`config.mk`:
```
export PLATFORM = sky130hd
export DESIGN_NAME = vblank_scheduler
export DESIGN_NICKNAME = d
export VERILOG_FILES = /design/src/rtl/vblank_scheduler.sv
export SDC_FILE = /design/constraint.sdc
export NUM_CORES = 1
export LEC_CHECK = 0
export CAP_MARGIN = 20
export CORE_ASPECT_RATIO = 0.8
export CORE_MARGIN = 4
export CORE_UTILIZATION = 30
export DETAILED_ROUTE_END_ITERATION = 16
export GPL_TIMING_DRIVEN = 0
export MAX_ROUTING_LAYER = met4
export PLACE_DENSITY = 0.58
export SLEW_MARGIN = 20
export SYNTH_ARGS = -nofsm -noshare
export SYNTH_HDL_FRONTEND = slang
export SYNTH_SLANG_ARGS = --single-unit
```
`constraint.sdc`:
```
create_clock -name clk -period 2.9 [get_ports clk]
set_input_delay 0.29 -clock clk [delete_from_list [all_inputs] [get_ports clk]]
set_output_delay 0.29 -clock clk [all_outputs]
set_load 0.1 [all_outputs]
```
`src/rtl/vblank_scheduler.sv`:
```
// vblank_scheduler: starts the enabled update engines in index order once per frame at the blanking line,
// with a per-engine timeout and an abort (overrun) if the next frame's first active line arrives first.
module vblank_scheduler #(
    parameter int N_ENG        = 4,
    parameter int TRIGGER_LINE = 480,
    parameter int TIMEOUT      = 50000
) (
    input  logic             clk,
    input  logic             clr,
    input  logic [9:0]       pixel_y,
    input  logic [N_ENG-1:0] en_mask,
    input  logic [N_ENG-1:0] done,
    input  logic             clear_err,
    output logic [N_ENG-1:0] start,
    output logic             frame_tick,
    output logic             busy,
    output logic             overrun,
    output logic [N_ENG-1:0] timeout_err,
    output logic [15:0]      frame_cnt
);
    localparam int IW = N_ENG > 1 ? $clog2(N_ENG) : 1;
    typedef enum logic [1:0] {S_IDLE, S_ISSUE, S_WAIT} state_t;
    state_t state;
    logic [N_ENG-1:0] mask_q;
    logic [IW-1:0] idx, first_idx, next_idx;
    logic first_ok, next_ok, trig_prev, act_prev, trig_hit, act_hit, trig, act;
    logic [15:0] cnt, cnt_next;
    assign trig_hit = pixel_y == 10'(TRIGGER_LINE);
    assign act_hit  = pixel_y == 10'd0;
    assign trig     = trig_hit && !trig_prev;
    assign act      = act_hit && !act_prev;
    assign cnt_next = cnt + 16'd1;
    // Lowest enabled engine for a new window, and the next enabled one above the current engine.
    always_comb begin
        first_ok  = 1'b0;
        first_idx = '0;
        next_ok   = 1'b0;
        next_idx  = '0;
        for (int i = N_ENG - 1; i >= 0; i--) begin
            if (en_mask[i]) begin
                first_ok  = 1'b1;
                first_idx = IW'(i);
            end
            if (mask_q[i] && i > int'(idx)) begin
                next_ok  = 1'b1;
                next_idx = IW'(i);
            end
        end
    end
    always_ff @(posedge clk or negedge clr) begin
        if (!clr) begin
            state       <= S_IDLE;
            mask_q      <= '0;
            idx         <= '0;
            cnt         <= '0;
            trig_prev   <= 1'b0;
            act_prev    <= 1'b0;
            start       <= '0;
            frame_tick  <= 1'b0;
            busy        <= 1'b0;
            overrun     <= 1'b0;
            timeout_err <= '0;
            frame_cnt   <= '0;
        end else begin
            trig_prev  <= trig_hit;
            act_prev   <= act_hit;
            start      <= '0;
            frame_tick <= 1'b0;
            if (clear_err) begin
                overrun     <= 1'b0;
                timeout_err <= '0;
            end
            case (state)
                S_IDLE: if (trig) begin
                    mask_q     <= en_mask;
                    frame_tick <= 1'b1;
                    if (first_ok) begin
                        idx   <= first_idx;
                        start <= N_ENG'(1) << first_idx;
                        busy  <= 1'b1;
                        state <= S_ISSUE;
                    end else begin
                        frame_cnt <= frame_cnt + 16'd1;
                    end
                end
                S_ISSUE: if (act) begin
                    overrun <= 1'b1;
                    busy    <= 1'b0;
                    state   <= S_IDLE;
                end else begin
                    cnt   <= '0;
                    state <= S_WAIT;
                end
                S_WAIT: if (act) begin
                    overrun <= 1'b1;
                    busy    <= 1'b0;
                    state   <= S_IDLE;
                end else if (done[idx] || cnt_next == 16'(TIMEOUT)) begin
                    if (!done[idx]) timeout_err[idx] <= 1'b1;
                    if (next_ok) begin
                        idx   <= next_idx;
                        start <= N_ENG'(1) << next_idx;
                        state <= S_ISSUE;
                    end else begin
                        frame_cnt <= frame_cnt + 16'd1;
                        busy      <= 1'b0;
                        state     <= S_IDLE;
                    end
                end else begin
                    cnt <= cnt_next;
                end
                default: state <= S_IDLE;
            endcase
        end
    end
endmodule
```
==> results of run 1 <==
[routing by layer]
metal  up-vias  GRT usage
met5         -          -
met4         0     0.0439
met3         8     0.0324
met2        67      0.206
met1      1317      0.194
li1       1333          -
[critical path: stages, from the launching register on]
cell and delay, ns:
dfrtp_1 0.45, ha_4 0.19, nand2_1 0.07, or4b_1 0.48, a21oi_1 0.19, or3b_4 0.44, o21ai_1 0.19, buf_4 0.21
nand2_2 0.16, a31oi_2 0.22
[flip-flops by register name, summed over array words and instances, names as in the netlist]
| register | count |
|---|---|
| act_prev | 1 |
| busy | 1 |
| cnt | 16 |
| frame_cnt | 16 |
| frame_tick | 1 |
| idx | 2 |
| mask_q | 3 |
| overrun | 1 |
| start | 4 |
| state | 2 |
| timeout_err | 4 |
| trig_prev | 1 |
[power by group]
| part | internal [mW] | switching [mW] | leakage, nW |
|---|---|---|---|
| Clock | 0.326 | 0.283 | 0.0680 |
| Combinational | 0.468 | 1.18 | 0.820 |
| Sequential | 0.847 | 0.138 | 0.672 |
| Total | 1.64 | 1.60 | 1.56 |
[metrics by stage]
stage | setup TNS [ns] | utilization | total power [mW] | setup WS [ns] | cells
after global routing | 0 | 0.387 | 3.44 | 0.0472 | 520
after floorplan | 0 | - | 2.19 | 0.474 | 325
after detailed placement | -0.638 | 0.369 | 2.63 | -0.120 | 512
after global placement | -6.76 | 0.369 | 2.61 | -0.127 | 512
final | 0 | 0.387 | 3.24 | 0.221 | 520
after CTS | 0 | 0.384 | 3.26 | 0.0596 | 520
[how the worst max path moves through the flow]
stage	to	cells after the start	slack [ns]	start
2_1_floorplan	frame_cnt[4]	8	0.47	cnt[0]
3_3_place_gp	timeout_err[3]	1	-0.13	clr
3_5_place_dp	frame_cnt[15]	9	-0.12	pixel_y[3]
4_1_cts	cnt[6]	9	0.06	cnt[0]
5_1_grt	frame_cnt[15]	9	0.05	pixel_y[3]
6_report	cnt[6]	9	0.22	cnt[1]
[layout make-up]
type	instances	share of cell area
repair buffers	47	0.118
multi-input cells	241	0.436
flip-flops and latches	52	0.329
clock inverters	3	0.00663
well taps	140	0.0442
plain buffers	16	0.0202
inverters	16	0.0152
clock buffers	5	0.0316
[kinds of logic after synthesis]
kind of cell,Yosys count,synth area share
AND/OR/NAND/NOR,123,0.238
AO/OA/AOI/OAI,83,0.188
flip-flops,52,0.416
buffers and inverters,32,0.0447
XOR/XNOR,21,0.0587
multiplexers,8,0.0312
adder cells (fa/ha/maj),6,0.0240
[layout by cell type, fill, tap and decap left out, types with 5 or more instances in the layout]
master / Yosys / layout
a21oi_1: 13 / 12
a31oi_1: 9 / 8
and2_1: 5 / 5
and3_1: 5 / 5
clkbuf_1: 8 / 8
clkbuf_16: 0 / 5
clkdlybuf4s50_1: 0 / 46
dfrtp_1: 52 / 51
ha_1: 6 / 5
inv_1: 16 / 16
nand2_1: 29 / 29
nand3_1: 17 / 17
nand4_1: 8 / 8
nor2_1: 11 / 11
nor3_1: 14 / 13
nor4_1: 5 / 5
o211ai_1: 9 / 9
o21ai_0: 12 / 12
o31ai_1: 5 / 5
xnor2_1: 6 / 6
xor2_1: 15 / 15
[timing repair]
action | CTS | global route
gates cloned | 0 | 0
setup buffers | 0 | 0
endpoints found under the setup margin | 3 | 22
gates resized for setup | 2 | 6
pin swaps | 0 | 0
hold endpoints to repair | 0 | 0
==> metrics.csv, run 1 <==
metric,value,unit
"Hold Violations, Final",0,
area of the multi-input gates,1730,sq um
CTS Hold Bufs,0,
Die Y,99.4,um
CP Class,reg2reg,
Synth area leaders,"dfrtp_1 (42%), xor2_1 (4.2%), nand2_1 (3.5%)",
R2R Setup Slk,0.22,ns
Clock Skew,0.0142,ns
Synth Register Bits,52,
Layout Cell Area excl Fill,3960,sq um
Final nets,406,
Synth Area per Inst,9.64,sq um
Commonest cells post-synth,"dfrtp_1 (52), nand2_1 (29), nand3_1 (17)",
RR Endpoint,cnt[6],
CP Max Fanout,10,
metal2 WL,3450,um
CTS max path bufs,2,
unrepaired setup endpoints after global routing,false,
Pwr Density,818,nW/um^2
Cell Rows,33,
share of cells above drive strength 1,0.111,
DIE WIDTH,122,um
M1 WL,3960,um
"Async S/R FF share, synth",1.00,
Final Cycle Share,0.924,
Clock Latency Late Sink,0.30,ns
final WL,7920,um
Num Clock Sinks,52,
Hold Path Class,in2async,
htree depth,2,
Max IR drop VDD,0.410,mV
crit end category,flip-flop,
vias in the first global route,2742,
Worst Path Required,3.11,ns
Post-Syn Area,3130,sq um
CP Launch Type,flip-flop,
Post-Syn Instances,325,
ant diodes,0,
final setup violation count,0,
detailed placer's ending HPWL,5930,um
root buffer cell,clkbuf_16,
FF-to-FF Start,cnt[1],
Critical Path AT,2.89,ns
"Seq/Total Area, Yosys",0.416,
DP Area,3770,sq um
Hold Slack,0.0156,ns
Area growth syn-to-layout,26.6,%
cell taking the most area after synthesis,dfrtp_1,
leakage power total,1.56,nW
area share of the largest cell type after synthesis,0.416,
Vias,2725,
DIE AREA,12100,sq um
worst slew pin tran,0.982,ns
post-synthesis net count,352,
most frequent cell after synthesis,dfrtp_1,
largest net degree at the start of global routing,53,
port bufs,47,
GP Congestion,0.868,
Rel. slew slack,0.343,
top sig layer,met4,
initial antenna violation count,0,
first-pass GRT wire length,13400,um
Register-to-Register Path Depth,9,
min Tclk post-route,2.68,ns
CTS tree,yes,
metal3 WL,408,um
Most used DFF post-synth,dfrtp_1,
warnings from Yosys,0,
Worst-path clk slew,0.08,ns
fin. max-slew vios,0,
Post-synth EDFFs,0,
Fillers,1058,
FF+latch area,1300,sq um
status,"finished, final reports clean",
DRT antenna net count,0,
grt ovf,0,
Residual DRC,0,
CTS buffer count,5,
FMAX,0.373,GHz
Netlist cell types,68,
number of I/O pins,48,
1st-iter DRT viols,203,
DR vias/cell,5.24,
Max-cap violations,0,
Pre-Repair DR Iteration Count,4,
wire per inst,15.2,um
Core Area,10200,sq um
gr usage total,0.141,
Initial Utilization,0.306,
(Power assumes the default switching activity.)
==> run 2, diff against run 1 <==
- CTS_CLUSTER_SIZE: not set -> 25
==> results of run 2 <==
Final layout, timing and power as in run 1 (identical DEF).
